File: config.mk
export PLATFORM = sky130hd
export DESIGN_NAME = lock_ctrl
export DESIGN_NICKNAME = d
export VERILOG_FILES = /design/src/rtl/lock_pkg.sv /design/src/rtl/btn_debounce.sv /design/src/rtl/lock_ctrl.sv
export SDC_FILE = /design/constraint.sdc
export NUM_CORES = 1
export LEC_CHECK = 0
export BUFFER_PORTS_ARGS = -buffer_cell sky130_fd_sc_hd__buf_2
export CAP_MARGIN = 20
export CORE_UTILIZATION = 45
export CTS_CLUSTER_SIZE = 24
export DETAILED_ROUTE_END_ITERATION = 10
export PLACE_DENSITY = 0.6
export SLEW_MARGIN = 20
export SYNTH_ARGS = -nofsm -noshare
export SYNTH_HDL_FRONTEND = slang
export SYNTH_SLANG_ARGS = --single-unit
File: constraint.sdc
create_clock -name clk -period 2.6 [get_ports clk]
set_input_delay 0.65 -clock clk [delete_from_list [all_inputs] [get_ports clk]]
set_output_delay 0.65 -clock clk [all_outputs]
set_load 0.01 [all_outputs]
File: src/rtl/lock_pkg.sv
// -----------------------------------------------------------------------------
// lock_pkg
// Shared definitions for the combination lock controller.
//   state_e  : controller FSM states
//   DIGITS   : number of digits in a combination
//   DIGIT_W  : bits per digit (one switch nibble)
//   ENTRY_W  : width of the collected entry / combination
// -----------------------------------------------------------------------------
package lock_pkg;

    typedef enum logic [1:0] {
        ENTRY   = 2'd0,
        CHECK   = 2'd1,
        OPEN    = 2'd2,
        LOCKOUT = 2'd3
    } state_e;

    localparam int DIGITS  = 4;
    localparam int DIGIT_W = 4;
    localparam int ENTRY_W = DIGITS * DIGIT_W;

    // Larger of two cycle counts; sizes the single shared timer.
    function automatic int max_cycles(input int a, input int b);
        return (a > b) ? a : b;
    endfunction

endpackage

File: src/rtl/btn_debounce.sv
// -----------------------------------------------------------------------------
// btn_debounce
// Synchronises a raw, bouncing pushbutton into the clk domain, accepts a new
// level only after it has been stable for DEBOUNCE_CYCLES cycles, and emits a
// one-cycle pulse on each accepted rising edge.
//   clk    in  : clock
//   rst    in  : synchronous active-high reset
//   btn    in  : raw asynchronous button
//   level  out : debounced button level
//   rise_p out : one-cycle pulse, three cycles after the level is accepted
//                counting from the raw edge: raw edge at t -> pulse at t+3+D
// -----------------------------------------------------------------------------
module btn_debounce #(
    parameter int DEBOUNCE_CYCLES = 1_000_000
) (
    input  logic clk,
    input  logic rst,
    input  logic btn,
    output logic level,
    output logic rise_p
);

    localparam int CNT_W = (DEBOUNCE_CYCLES > 2) ? $clog2(DEBOUNCE_CYCLES) : 1;
    localparam logic [CNT_W-1:0] CNT_LAST = CNT_W'(DEBOUNCE_CYCLES - 1);

    logic             sync1_q, sync2_q;
    logic             level_q, level_d;
    logic             level_dly_q;
    logic             rise_q, rise_d;
    logic [CNT_W-1:0] cnt_q, cnt_d;

    // Counter runs only while the synchronised input disagrees with the
    // accepted level; any agreement (a glitch ending) restarts it from zero.
    always_comb begin
        cnt_d   = cnt_q;
        level_d = level_q;
        if (sync2_q == level_q) begin
            cnt_d = '0;
        end else if (cnt_q == CNT_LAST) begin
            level_d = sync2_q;
            cnt_d   = '0;
        end else begin
            cnt_d = cnt_q + 1'b1;
        end
        rise_d = level_q & ~level_dly_q;
    end

    always_ff @(posedge clk) begin
        if (rst) begin
            sync1_q     <= 1'b0;
            sync2_q     <= 1'b0;
            level_q     <= 1'b0;
            level_dly_q <= 1'b0;
            rise_q      <= 1'b0;
            cnt_q       <= '0;
        end else begin
            sync1_q     <= btn;
            sync2_q     <= sync1_q;
            level_q     <= level_d;
            level_dly_q <= level_q;
            rise_q      <= rise_d;
            cnt_q       <= cnt_d;
        end
    end

    assign level  = level_q;
    assign rise_p = rise_q;

endmodule

File: src/rtl/lock_ctrl.sv
// -----------------------------------------------------------------------------
// lock_ctrl
// Combination lock controller. Debounces the enter/clear buttons, collects a
// four-digit code from the switches, compares it with CODE and opens the lock
// for OPEN_CYCLES cycles on a match. MAX_FAIL consecutive wrong codes lock
// all inputs out for LOCKOUT_CYCLES cycles.
//   clk        in  : board clock
//   rst        in  : synchronous active-high reset
//   sw         in  : digit value on the switches (sampled on an enter pulse)
//   btn_enter  in  : raw enter button, captures sw as the next digit
//   btn_clear  in  : raw clear button, discards the entry or closes early
//   open       out : high while in OPEN
//   locked_out out : high while in LOCKOUT
//   digit_cnt  out : digits captured so far (0..4)
//   fail_cnt   out : consecutive failures (0..MAX_FAIL)
// -----------------------------------------------------------------------------
module lock_ctrl
    import lock_pkg::*;
#(
    parameter int                   DEBOUNCE_CYCLES = 1_000_000,
    parameter int                   OPEN_CYCLES     = 500_000_000,
    parameter int                   LOCKOUT_CYCLES  = 1_000_000_000,
    parameter int                   MAX_FAIL        = 3,
    parameter logic [ENTRY_W-1:0]   CODE            = 16'h0846
) (
    input  logic         clk,
    input  logic         rst,
    input  logic [3:0]   sw,
    input  logic         btn_enter,
    input  logic         btn_clear,
    output logic         open,
    output logic         locked_out,
    output logic [2:0]   digit_cnt,
    output logic [1:0]   fail_cnt
);

    localparam int TMR_W = $clog2(max_cycles(OPEN_CYCLES, LOCKOUT_CYCLES) + 1);
    localparam logic [TMR_W-1:0] OPEN_LOAD = TMR_W'(OPEN_CYCLES);
    localparam logic [TMR_W-1:0] LOCK_LOAD = TMR_W'(LOCKOUT_CYCLES);
    localparam logic [TMR_W-1:0] TMR_LAST  = TMR_W'(1);
    localparam logic [2:0]       LAST_DIGIT = 3'(DIGITS - 1);
    localparam logic [1:0]       FAIL_LIMIT = 2'(MAX_FAIL);

    // ------------------------------------------------------------------
    // Button conditioning: index 0 = enter, index 1 = clear
    // ------------------------------------------------------------------
    logic [1:0] btn_raw;
    logic [1:0] btn_rise;
    // Debounced levels are not needed by the FSM, which acts on edges only.
    logic [1:0] btn_level_unused;

    assign btn_raw = {btn_clear, btn_enter};

    for (genvar gi = 0; gi < 2; gi++) begin : g_btn
        btn_debounce #(
            .DEBOUNCE_CYCLES(DEBOUNCE_CYCLES)
        ) u_debounce (
            .clk    (clk),
            .rst    (rst),
            .btn    (btn_raw[gi]),
            .level  (btn_level_unused[gi]),
            .rise_p (btn_rise[gi])
        );
    end

    logic enter_p, clear_p;
    assign enter_p = btn_rise[0];
    assign clear_p = btn_rise[1];

    // ------------------------------------------------------------------
    // Controller state
    // ------------------------------------------------------------------
    state_e             state_q, state_d;
    logic [ENTRY_W-1:0] entry_q, entry_d;
    logic [2:0]         digit_q, digit_d;
    logic [1:0]         fail_q,  fail_d;
    logic [TMR_W-1:0]   timer_q, timer_d;
    logic [1:0]         fail_inc;

    assign fail_inc = fail_q + 2'd1;

    always_comb begin
        state_d = state_q;
        entry_d = entry_q;
        digit_d = digit_q;
        fail_d  = fail_q;
        timer_d = timer_q;

        unique case (state_q)
            ENTRY: begin
                // Clear has priority over a simultaneous enter.
                if (clear_p) begin
                    digit_d = '0;
                    entry_d = '0;
                end else if (enter_p) begin
                    // sw has long settled by the time a debounced pulse
                    // arrives, so it is sampled directly without syncing.
                    entry_d = {entry_q[ENTRY_W-DIGIT_W-1:0], sw};
                    digit_d = digit_q + 3'd1;
                    if (digit_q == LAST_DIGIT) begin
                        state_d = CHECK;
                    end
                end
            end

            CHECK: begin
                entry_d = '0;
                digit_d = '0;
                if (entry_q == CODE) begin
                    state_d = OPEN;
                    fail_d  = '0;
                    timer_d = OPEN_LOAD;
                end else begin
                    fail_d = fail_inc;
                    if (fail_inc == FAIL_LIMIT) begin
                        state_d = LOCKOUT;
                        timer_d = LOCK_LOAD;
                    end else begin
                        state_d = ENTRY;
                    end
                end
            end

            OPEN: begin
                // Timer counts load..1, giving exactly OPEN_CYCLES in OPEN.
                if (clear_p || timer_q == TMR_LAST) begin
                    state_d = ENTRY;
                    timer_d = '0;
                end else begin
                    timer_d = timer_q - 1'b1;
                end
            end

            LOCKOUT: begin
                if (timer_q == TMR_LAST) begin
                    state_d = ENTRY;
                    fail_d  = '0;
                    timer_d = '0;
                end else begin
                    timer_d = timer_q - 1'b1;
                end
            end

            default: begin
                state_d = ENTRY;
            end
        endcase
    end

    always_ff @(posedge clk) begin
        if (rst) begin
            state_q <= ENTRY;
            entry_q <= '0;
            digit_q <= '0;
            fail_q  <= '0;
            timer_q <= '0;
        end else begin
            state_q <= state_d;
            entry_q <= entry_d;
            digit_q <= digit_d;
            fail_q  <= fail_d;
            timer_q <= timer_d;
        end
    end

    // Outputs decoded from registered state only.
    assign open       = (state_q == OPEN);
    assign locked_out = (state_q == LOCKOUT);
    assign digit_cnt  = digit_q;
    assign fail_cnt   = fail_q;

endmodule

==> results of run 1 <==
-- worst min path at each step --
stage                     slack [ns]  cells past startpoint                            start                    endpoint
final                           0.40                      1  g_btn[0].u_debounce.level_dly_q  g_btn[0].u_debounce.rise_p
after global routing            0.42                      1  g_btn[1].u_debounce.level_dly_q  g_btn[1].u_debounce.rise_p
after CTS                       0.40                      1  g_btn[0].u_debounce.level_dly_q  g_btn[0].u_debounce.rise_p
after detailed placement        0.38                      1  g_btn[0].u_debounce.level_dly_q  g_btn[0].u_debounce.rise_p
after global placement          0.38                      1  g_btn[1].u_debounce.level_dly_q  g_btn[1].u_debounce.rise_p
after floorplan                 0.37                      1  g_btn[0].u_debounce.level_dly_q  g_btn[0].u_debounce.rise_p
-- worst max-delay path: cells and delay by family (launching register included) --
family          cells  cell delay, ns
simple gates        3            1.22
compound gates      2            0.87
flops               1            0.33
-- through the flow --
| step | power [mW] | hold slack [ns] | setup slack, ns | cells | util (%) |
|---|---|---|---|---|---|
| final | 2.64 | 0.399 | 0.0823 | 749 | 51.9 |
| after global routing | 2.75 | 0.416 | 0.00813 | 749 | 51.9 |
| after CTS | 2.67 | 0.397 | 0.133 | 749 | 51.7 |
| after detailed placement | 1.66 | 0.379 | 0.150 | 734 | 49.8 |
| after global placement | 1.66 | 0.376 | 0.247 | 734 | 49.8 |
| after floorplan | 1.64 | 0.367 | 0.475 | 590 | - |
-- metal layers --
layer / part of all wire [%] / routed length [um] / vias up / GRT usage, %
met4: 2.2 / 259 / 0 / 9.10
met3: 5.0 / 582 / 24 / 4.13
li1: - / - / 2184 / -
met5: 0 / 0 / - / 0
met1: 46 / 5340 / 2085 / 27.6
met2: 46 / 5370 / 110 / 33.9
-- timing repair --
item,in CTS,in global routing
setup endpoints to repair,0,2
resized for setup,0,3
buffers inserted,0,0
-- logic make-up (layout without fill, tap and decap cells) --
| family | count (synthesis) | after routing |
|---|---|---|
| buffers and inverters | 39 | 62 |
| AND/OR/NAND/NOR | 293 | 293 |
| flip-flops | 103 | 103 |
| AO/OA/AOI/OAI | 106 | 106 |
| adder cells (fa/ha/maj) | 7 | 7 |
| multiplexers | 3 | 3 |
| XOR/XNOR | 39 | 39 |
-- synthesized netlist by cell type (3+ instances only) --
cell,n,share of area (%)
sky130_fd_sc_hd__nand2_1,53,4.0
sky130_fd_sc_hd__nor4_2,3,0.76
sky130_fd_sc_hd__mux2i_1,3,0.61
sky130_fd_sc_hd__nor4b_1,9,1.6
sky130_fd_sc_hd__xor2_1,25,4.4
sky130_fd_sc_hd__o221a_2,3,0.69
sky130_fd_sc_hd__a21oi_1,43,4.4
sky130_fd_sc_hd__and4_1,8,1.4
sky130_fd_sc_hd__or3_1,5,0.63
sky130_fd_sc_hd__nor2b_1,8,1.0
sky130_fd_sc_hd__inv_1,11,0.84
sky130_fd_sc_hd__nor2_1,70,5.3
sky130_fd_sc_hd__clkbuf_1,21,1.6
sky130_fd_sc_hd__a22oi_1,3,0.46
sky130_fd_sc_hd__a41oi_1,3,0.53
sky130_fd_sc_hd__dfxtp_1,103,42
sky130_fd_sc_hd__o21a_1,3,0.46
sky130_fd_sc_hd__a21o_1,3,0.46
sky130_fd_sc_hd__ha_1,7,1.8
sky130_fd_sc_hd__a31oi_1,5,0.63
sky130_fd_sc_hd__and2_1,4,0.51
sky130_fd_sc_hd__nor3_1,27,2.7
sky130_fd_sc_hd__a311oi_1,4,0.71
sky130_fd_sc_hd__o21ai_0,12,1.2
sky130_fd_sc_hd__or4_1,8,1.2
sky130_fd_sc_hd__xnor2_1,14,2.5
sky130_fd_sc_hd__a211oi_1,4,0.61
sky130_fd_sc_hd__nand3_1,44,4.5
sky130_fd_sc_hd__nor4_1,12,1.5
sky130_fd_sc_hd__o21ai_1,5,0.51
sky130_fd_sc_hd__and3_1,13,1.6
sky130_fd_sc_hd__buf_2,3,0.30
sky130_fd_sc_hd__nand4_1,13,1.6
-- power breakdown --
part | total [mW] | switching [mW] | internal, mW
Clock | 1.02 | 0.524 | 0.492
Sequential | 1.58 | 0.00222 | 1.58
Combinational | 0.0413 | 0.0280 | 0.0133
Total | 2.64 | 0.554 | 2.08
-- flip-flops by register name, indices dropped and copies added, names as in the netlist --
register / flops
g_btn.u_debounce.level_dly_q: 2
g_btn.u_debounce.level: 2
g_btn.u_debounce.cnt_q: 40
g_btn.u_debounce.rise_p: 2
fail_cnt: 2
state_q: 2
g_btn.u_debounce.sync1_q: 2
timer_q: 30
entry_q: 16
g_btn.u_debounce.sync2_q: 2
digit_cnt: 3
-- final cells by class --
type / instances / area [um^2]
Timing Repair Buffer: 36 / 235
Clock inverter: 3 / 42.5
Sequential cell: 103 / 2060
Tap cell: 136 / 170
Fill cell: 996 / 5030
Clock buffer: 12 / 155
Inverter: 11 / 41.3
Multi-Input combinational cell: 448 / 2720
==> results.md, run 1 <==
- The flow ran to the end, and the final reports show no timing, DRC or antenna violations.
- The number of DRC markers in iteration 0 is 294.
- The fraction of synthesis flops using an asynchronous set or reset pin is 0%.
- The number of maximum-capacitance constraint violations is 0.
- The die is 107 um wide.
- The via count of the first global-routing pass came to around 4000.
- The slowest library cell on the worst path is sky130_fd_sc_hd__nor4_1.
- The routed length per placed instance is 15.4 um.
- The largest clock skew in the final design is about 0.0068 ns.
- The most common cell after layout, fill and taps aside is sky130_fd_sc_hd__dfxtp_1.
- The static power due to leakage is between 1.5 and 2 nW.
- The count of clock tree sinks is between 100 and 150.
- The worst setup path startpoint is entry_q[3].
- The overall die height is 107 um.
- The number of placed I/O pins is 15.
- The initial utilization of the core area, before any placement, comes to around 47%.
- The number of antenna violations at the first check in global routing is 0.
- The clock tree from TritonCTS is yes.
- The synthesized design contains 0 enable-type register cells.
- The worst setup path is captured at a flip-flop.
- The cell at the root of the clock tree is sky130_fd_sc_hd__clkbuf_8.
- The aggregate routed wire length is 11600 um.
- The number of slew-limit violations in the final report was 0.
- The synthesized netlist net count is ~600.
- The placeable core region is between 10000 and 15000 um^2.
- Measured in cells, the most critical reg-to-reg path has a length of 5.
- The final layout contains 624 nets.
- The startpoint type of the worst setup path is a flip-flop.
- Dividing total power by cell area gives a power density of 486 nW/um^2.
- The worst register-to-register path begins at entry_q[3].
- The setup slack on the worst flop-to-flop path is slightly above 0.08 ns.
- After detailed placement, the total cell area comes to approximately 5200 um^2.
- The class of the most critical hold timing path is flip-flop to flip-flop.
- The maximum ir drop on the vdd rail is 0.285 mV.
- The post-synthesis cell area is slightly below 5000 um^2.
- The number of buffers created by CTS is 9.
- At the pin with the least slew margin, the transition time is around 1.1 ns.
- 0 antenna diodes ended up in the layout.
- The floorplan step defined a die boundary enclosing approximately 11000 um^2.
- The number of buffers inserted by port buffering is 14.
- The number of hold buffers added after CTS was 0.
- The synthesized design contains roughly 100 register bits.
- The setup violation total in the final timing report is 0.
- The setup TNS is 0 ns.
- The number of hold-slack violations in the final timing report was 0.
- The share of the clock period used by the worst path is a little over nine tenths.
- In the layout the commonest cells are sky130_fd_sc_hd__dfxtp_1 (103), sky130_fd_sc_hd__nor2_1 (70), sky130_fd_sc_hd__nand2_1 (53).
- The post-synthesis area per instance is approximately 8.4 um^2.
- The share of the synthesized area in compound gates (AO/OA/AOI/OAI) is between 10% and 20%.
- The post-detailed-route count of antenna-violating nets is 0.
- The area added between synthesis and finish is 10.1%.
- The reg-to-reg endpoint is timer_q[29].
- The main flop type after synthesis is sky130_fd_sc_hd__dfxtp_1.
- The critical path goes through nor4_1 > nand4_1 > o21ai_0 > nor2_1 > o221a_2.
- The first global-routing pass estimated 19300 um of wire.
- The data arrival time at the worst-slack endpoint is between 2 and 3 ns.
- Synthesis handed over a netlist of 590 instances.
- The aggregate global-route resource usage is roughly a fifth.
- The final non-filler cell area is between 5000 and 6000 um^2.
- The worst setup path endpoint is timer_q[29].
- The peak clock frequency supported by timing is 397 MHz.
- The highest fanout seen on the critical path is 5.
- The clock latency at the later pin of the worst-skew pair is 0.36 ns.
- The worst path in the final design needs a cycle of between 2 and 3 ns, including I/O delays and setup.
- The category of the critical setup timing path is flip-flop to flip-flop.
- The fraction of final layout cells with drive strength greater than 1 is 10.8%.
- The largest net degree at the start of global routing is 29.
- The number of vias per cell after detailed routing is 5.88.
- The simple-gate area share of the yosys netlist is a little under a third.
- The via total after detailed routing is 4403.
- The sequential-to-total area share from yosys stat is around two fifths.
- By area, the combinational part of the netlist is dominated by simple AND/OR/NAND/NOR gates.
- At the worst endpoint, the required time is 2.86 ns.
- The sum of net half-perimeters after detailed placement is between 8000 and 9000 um.
- In this run the tightest slew margin relative to its limit is 29.7%.
- Measured against the total synthesized area, the mux share comes to less than 1%.
- The unique cell type count in the Yosys netlist is slightly below 60.
- The arithmetic-cell share of the synthesized area counting full adders, half adders and majority gates is 1.78%.
- The clock input transition at the sequential cells of the worst setup and hold paths is about 0.090 ns.
- In this run the number of H-tree levels came out at 3.
- The site row count is 37.
- For this run, design rule violations remaining after detail routing come to 0.
- The placer's final routability congestion estimate is approximately 0.88.
- The first-pass detailed-route iteration total is 5.
- The global-route congestion overflow total is 0.
- For this run, the number of Yosys warnings is 0.
- Setup repair after global routing left no endpoint under its margin.
- The largest stage delay on the critical path is ~0.66 ns.
- The maximum clock path buffer count is 2.
- The post-synthesis xor/xnor area fraction is roughly 6.9%.
Note: power is estimated with default switching activity, not from simulation.
==> inputs of run 2 (changes only) <==
- CELL_PAD_IN_SITES_DETAIL_PLACEMENT: unset -> 1
- CELL_PAD_IN_SITES_GLOBAL_PLACEMENT: unset -> 2
- CORE_UTILIZATION: 45 -> 38
- PLACE_DENSITY: 0.6 -> 0.78
==> results.md, run 2 (synthesis results as in run 1) <==
- The run finished with clean final reports.
- Setup repair after global routing left no endpoint under its margin.
- The startpoint identified for the worst register-to-register timing path is timer_q[4].
- The area growth from synthesis to layout is 13.1%.
- The number of antenna violations at the first check in global routing is 0.
- The clock arrives with ~0.0064 ns of skew.
- The total overflow left after global routing is 0.
- Net switching is about a fifth of the power.
- Global routing consumed, on the met3 layer, under 10% of the routing resources.
- The largest registers in the layout are g_btn.u_debounce.cnt_q (40), timer_q (30), entry_q (16).
- The number of DRC markers in iteration 0 is about 240.
- The count of buffers added by post-CTS timing repair for setup is 0.
- The die footprint is 13400 um^2.
- Leaving out fill and tap cells, the most frequent cells in the layout are sky130_fd_sc_hd__dfxtp_1 (103), sky130_fd_sc_hd__nor2_1 (69), sky130_fd_sc_hd__nand2_1 (53).
- 15 I/O pins were placed.
- In this run the register-to-register setup slack is 0.19 ns.
- Leaving out fill and tap cells, the most frequent cell in the layout is sky130_fd_sc_hd__dfxtp_1.
- At the pin with the least slew margin, the transition time is about 1.1 ns.
- The final core utilization is between 40 and 50%.
- The least setup slack across all paths after layout is 0.195 ns.
- Dividing total power by cell area gives a power density of 555 nW/um^2.
- In this run the most used layer during global routing was met2.
- The worst setup path startpoint is timer_q[4].
- The worst setup path endpoint is timer_q[24].
- In the final timing run, aggregate negative setup slack is 0 ns.
- The internal portion of the total power is roughly 2.4 mW.
- The total design power is between 3 and 4 mW.
- The reg-to-reg endpoint is timer_q[24].
- The worst-case setup slack after placement is 0.158 ns.
- The number of buffers created by CTS is 9.
- The worst setup path is launched from a flip-flop.
- The fraction of final layout cells with drive strength greater than 1 is 10.8%.
- The count of fill cells added during filler insertion is roughly 1600.
- The share of total power dissipated in sequential elements is about half.
- The initial utilization of the core area, before any placement, comes to about two fifths.
- In this run the deepest clock path goes through 2 buffers.
- The static power due to leakage is just under 2 nW.
- The net switching component of the power is between 0.6 and 0.7 mW.
- The routed length per placed instance is between 15 and 20 um.
- The chip width is 116 um.
- The clock latency at the later pin of the worst-skew pair is between 0.3 and 0.4 ns.
- Routability-driven placement finished with a final weighted congestion of approximately 0.86.
- The sum of net half-perimeters after detailed placement is between 9000 and 10000 um.
- Global routing used ~34% of the available met2 tracks.
- By startpoint and endpoint, the worst setup path is classified as flip-flop to flip-flop.
- After clock tree synthesis, the clock-pin slew on the worst setup and hold paths is 0.07 ns.
- The number of maximum-capacitance constraint violations is 0.
- Combinational logic is responsible for approximately 1.4% of the overall power.
- For the finished layout, the period the worst path requires is ~2.4 ns.
- The number of cells on the worst reg-to-reg path is 5.
- The remaining design rule violation count is 0.
- The number of levels in the clock H-tree is 3.
- The tightest min-delay check is of the flip-flop to flip-flop type.
- The clock network is responsible for about 48% of the overall power.
- The count of inserted antenna diode cells is 0.
- The first-pass detailed-route iteration total is 5.
- Entering global routing, the biggest net connects 27 pins.
- The total instance count after detailed placement is 769.
- The placeable core region is 12600 um^2.
- The overall die height is between 100 and 150 um.
- The via count of the first global-routing pass was about 4200.
- The remaining max-slew budget at the tightest pin is a little under 30%.
- The data required time of the worst path is between 2 and 3 ns.
- Ranked by flip-flop count, first place goes to g_btn.u_debounce.cnt_q.
- Setup violations remaining at the end of the flow were counted as 0.
- Across every metal layer, demand over resource in global routing totals roughly a fifth.
- CTS placed an instance of sky130_fd_sc_hd__clkbuf_16 at the clock tree root.
- In this run the tool buffered the top-level ports with 14 buffer cells.
- VDD sags by at most 0.526 mV.
- Based on the critical path, the design can be clocked at up to a little over 400 MHz.
- The final layout contains routed wiring with a total length of between 10000 and 15000 um.
- The number of vias per cell after detailed routing is ~5.6.
- Global routing used a little over a quarter of the available met1 tracks.
- The first global-routing pass estimated 21600 um of wire.
- Of all nets on the critical path, the largest fanout is 9.
- The endpoint type of the worst setup path is a flip-flop.
- STA puts the critical path data arrival time at around 2.7 ns.
- Clock tree synthesis found a total of about 100 sinks.
- The share of the clock period used by the worst path is 92.5%.
- The number of cells in the finished layout apart from fillers is between 700 and 800.
- The final-stage net count is between 600 and 700.
- The number of slew-limit violations in the final report is 0.
- The number of hold-slack violations in the final timing report is 0.
- Across all layers, the routed design uses about 4400 vias.
- TritonCTS built the clock tree.
- The number of flip-flops in the largest register is 40.
- The post-detailed-route count of antenna-violating nets is 0.
- The floorplan has just over 40 rows.
[run 2: cell types whose count changed in the layout (fill, tap and decap cells not counted), sizes merged]
cell	change
clkbuf	-3
clkinvlp	-1
clkinv	+2
buf	-1
inv	+2
bufinv	+1
[run 2: through the flow]
step	cell area [um^2]	hold WS, ns
after floorplan	4930	0.367
after global routing	5580	0.393
after global placement	5250	0.377
final	5580	0.383
after detailed placement	5250	0.377
after CTS	5570	0.386
[run 2: per-layer routing]
| layer | routed length, um | share of wire, % |
|---|---|---|
| met5 | 0 | 0 |
| met1 | 6480 | 49 |
| met2 | 6100 | 46 |
| met4 | 227 | 1.7 |
| met3 | 373 | 2.8 |
[run 2: how the worst min path moves through the flow]
stage / start / end / slack (ns) / cells past startpoint
4_1_cts: g_btn[0].u_debounce.level_dly_q / g_btn[0].u_debounce.rise_p / 0.39 / 1
3_5_place_dp: g_btn[0].u_debounce.level_dly_q / g_btn[0].u_debounce.rise_p / 0.38 / 1
2_1_floorplan: g_btn[0].u_debounce.level_dly_q / g_btn[0].u_debounce.rise_p / 0.37 / 1
3_3_place_gp: g_btn[1].u_debounce.level_dly_q / g_btn[1].u_debounce.rise_p / 0.38 / 1
5_1_grt: g_btn[0].u_debounce.level_dly_q / g_btn[0].u_debounce.rise_p / 0.39 / 1
6_report: g_btn[0].u_debounce.level_dly_q / g_btn[0].u_debounce.rise_p / 0.38 / 1
[run 2: cell type report]
class                   instances  area, um^2  share of cell area, %
well taps                     172         215                   3.86
repair buffers                 35         228                   4.08
clock buffers                   9         225                   4.04
flip-flops and latches        103        2060                   37.0
inverters                      11        41.3                  0.740
multi-input cells             448        2710                   48.6
clock inverters                 7        92.6                   1.66
[run 2: repair_timing]
item                                   4_1_cts  5_1_grt
endpoints found under the hold margin        0        0
setup endpoints to repair                    0        8
hold buffers                                 0        0
gates resized for setup                      0        2
[run 2: critical path, cell delays in order, from the launching register on]
cell and delay (ns):
sky130_fd_sc_hd__dfxtp_1 0.40, sky130_fd_sc_hd__or4_4 0.62, sky130_fd_sc_hd__nor4_1 0.70, sky130_fd_sc_hd__a211o_1 0.22, sky130_fd_sc_hd__a21oi_1 0.06, sky130_fd_sc_hd__a311o_1 0.29
[run 2: power groups by stage]
stage | Clock [mW] | Sequential (mW) | Combinational, mW
CTS | 1.52 | 1.58 | 0.0431
finish | 1.47 | 1.58 | 0.0421
global route | 1.59 | 1.58 | 0.0465
detailed placement | 0 | 1.62 | 0.0428
floorplan | 0 | 1.62 | 0.0241
global placement | 0 | 1.62 | 0.0419
==> inputs of run 3 (changes only) <==
- SETUP_SLACK_MARGIN: unset -> 0.5
==> results.md, run 3 (synthesis results as in run 1) <==
- TritonCTS built the clock tree.
- Entering global routing, the biggest net connects 25 pins.
- The startpoint type of the worst setup path is a flip-flop.
- For the finished layout, the period the worst path requires is 2.04 ns.
- CTS saw 103 sinks.
- The number of buffers created by CTS is 9.
- The register with the most flip-flops in the layout has 40 of them.
- The number of placed I/O pins is 15.
- The final-stage net count is 638.
- The setup TNS is 0 ns.
- After clock tree synthesis, the clock-pin slew on the worst setup and hold paths is 0.07 ns.
- The cell depth of the worst min-delay path is 1.
- The number of antenna violations at the first check in global routing came to 0.
- The maximum clock path buffer count is 2.
- The number of slew-limit violations in the final report is 0.
- The total overflow left after global routing is 0.
- The data arrival time at the worst-slack endpoint is around 2.3 ns.
- The post-route netlist has between 10% and 20% of its cells at a drive strength greater than 1.
- At the pin with the least slew margin, the transition time is 0.727 ns.
- The number of levels in the clock H-tree is 3.
- For the worst-skew pair, the clock arrives at the later sink with an insertion delay of 0.36 ns.
- In the routed design, unresolved DRC markers number 0.
- The flow ran to the end, and the final reports show no timing, DRC or antenna violations.
- The first detailed-routing pass took 4 iterations.
- The overall die height is 116 um.
- The site row count is 41.
- In this run the power density over the cells is between 500 and 600 nW/um^2.
- The via total after detailed routing is 4505.
- The class of the most critical hold timing path is flip-flop to flip-flop.
- After detailed placement, the total cell area comes to around 5300 um^2.
- During placement, the flow inserted port buffers numbering 14.
- The analysis attributes to cell leakage a power of 2.14 nW.
- Setup repair after global routing could not meet its margin everywhere.
- Clock tree synthesis selected as its root buffer the cell sky130_fd_sc_hd__clkbuf_16.
- The die footprint is approximately 13000 um^2.
- The worst pin sits at a relative slew slack of about half.
- The count of inserted antenna diode cells is 0.
- The sum of net half-perimeters after detailed placement is about 9400 um.
- The register with the most flip-flops in the final layout is g_btn.u_debounce.cnt_q.
- Across every metal layer, demand over resource in global routing totals between 20% and 30%.
- The number of maximum-capacitance constraint violations is 0.
- The number of vias per cell after detailed routing is approximately 5.6.
- After routing the design area is ~6000 um^2.
- The via count of the first global-routing pass came to roughly 4400.
- The library cell used most frequently in the layout, excluding fill and tap cells, is sky130_fd_sc_hd__dfxtp_1.
- Once the floorplan was initialized, standard cells occupied 39.1% of the core.
- The highest fanout seen on the critical path is 7.
- The largest clock skew in the final design is about 0.011 ns.
- The maximum ir drop on the vdd rail is ~0.34 mV.
- The number of DRC markers in iteration 0 is about 230.
- The data required time of the worst path is between 2 and 3 ns.
- The detail route stage leaves a number of antenna-violating nets equal to 0.
- Dividing the detail-routed wire length by the instance count gives 17.4 um.
- The worst setup path is captured at a flip-flop.
- The largest registers in the layout are g_btn.u_debounce.cnt_q (40), timer_q (30), entry_q (16).
- The peak clock frequency supported by timing is ~490 MHz.
- The core region is 12600 um^2.
- The first global-routing pass estimated between 20000 and 25000 um of wire.
- The area added between synthesis and finish is 20.8%.
- The placer's final routability congestion estimate is 0.856.
- The setup violation total in the final timing report is 0.
- The depth of the worst register-to-register path is 5.
- Summed over all layers, the routed wires come to roughly 14000 um.
- The number of hold-slack violations in the final timing report was 0.
- The chip width is ~120 um.
- In the finished design, the share of the clock period the worst path needs comes to roughly 80%.
- The category of the critical setup timing path is flip-flop to flip-flop.
- The top cell types in the final layout, fill and taps aside, are sky130_fd_sc_hd__dfxtp_1 (93), sky130_fd_sc_hd__nor2_1 (68), sky130_fd_sc_hd__nand2_1 (52).
-- run 3: power by group --
group / switching, mW / internal, mW
registers: 0.00246 / 1.58
clock network: 0.608 / 0.925
logic: 0.0301 / 0.0134
total: 0.641 / 2.52
-- run 3: final cells by class --
| class | instances | area, um^2 |
|---|---|---|
| sequential | 103 | 2080 |
| clock inverter | 4 | 73.8 |
| tap | 172 | 215 |
| inverter | 11 | 41.3 |
| clock buffer | 12 | 267 |
| timing repair buffer | 50 | 354 |
| multi-input combinational | 448 | 2930 |
| fill | 1492 | 6660 |
-- run 3: per-layer routing --
layer  part of all wire [%]  global-route usage [%]  vias up
li1                       -                       -     2208
met1                     48                    27.8     2240
met2                     49                    35.6       41
met3                    2.2                    4.97       16
met4                    1.2                    5.47        0
met5                      0                       0        -
-- run 3: per-stage QoR --
stage	util, %	cells	hold WS [ns]	setup WS, ns	power (mW)
floorplan	-	590	0.367	0.500	1.64
global placement	41.7	770	0.377	0.147	1.66
detailed placement	41.7	770	0.378	0.152	1.66
CTS	45.5	791	0.392	0.437	3.21
global route	47.2	800	0.395	0.442	3.27
finish	47.2	800	0.387	0.564	3.16
-- run 3: worst max-delay path, stage by stage, from the launching register on --
cell and delay (ns):
sky130_fd_sc_hd__dfxtp_4 0.37, sky130_fd_sc_hd__or4_4 0.57, sky130_fd_sc_hd__or4_4 0.54, sky130_fd_sc_hd__o31a_1 0.26, sky130_fd_sc_hd__o21ai_2 0.10, sky130_fd_sc_hd__a21oi_1 0.06
-- run 3: final timing paths --
kind,start,slack [ns],end
worst max-delay path,timer_q[5],0.56,timer_q[15]
worst min-delay path,g_btn[0].u_debounce.level_dly_q,0.39,g_btn[0].u_debounce.rise_p
worst max register to register,timer_q[5],0.56,timer_q[15]
worst min register to register,g_btn[0].u_debounce.level_dly_q,0.39,g_btn[0].u_debounce.rise_p
-- run 3: what timing repair did --
item	4_1_cts	5_1_grt
pin swaps	6	9
hold buffers	0	0
setup buffers	5	8
setup endpoints to repair	32	65
cloned	0	1
gates resized for setup	26	31
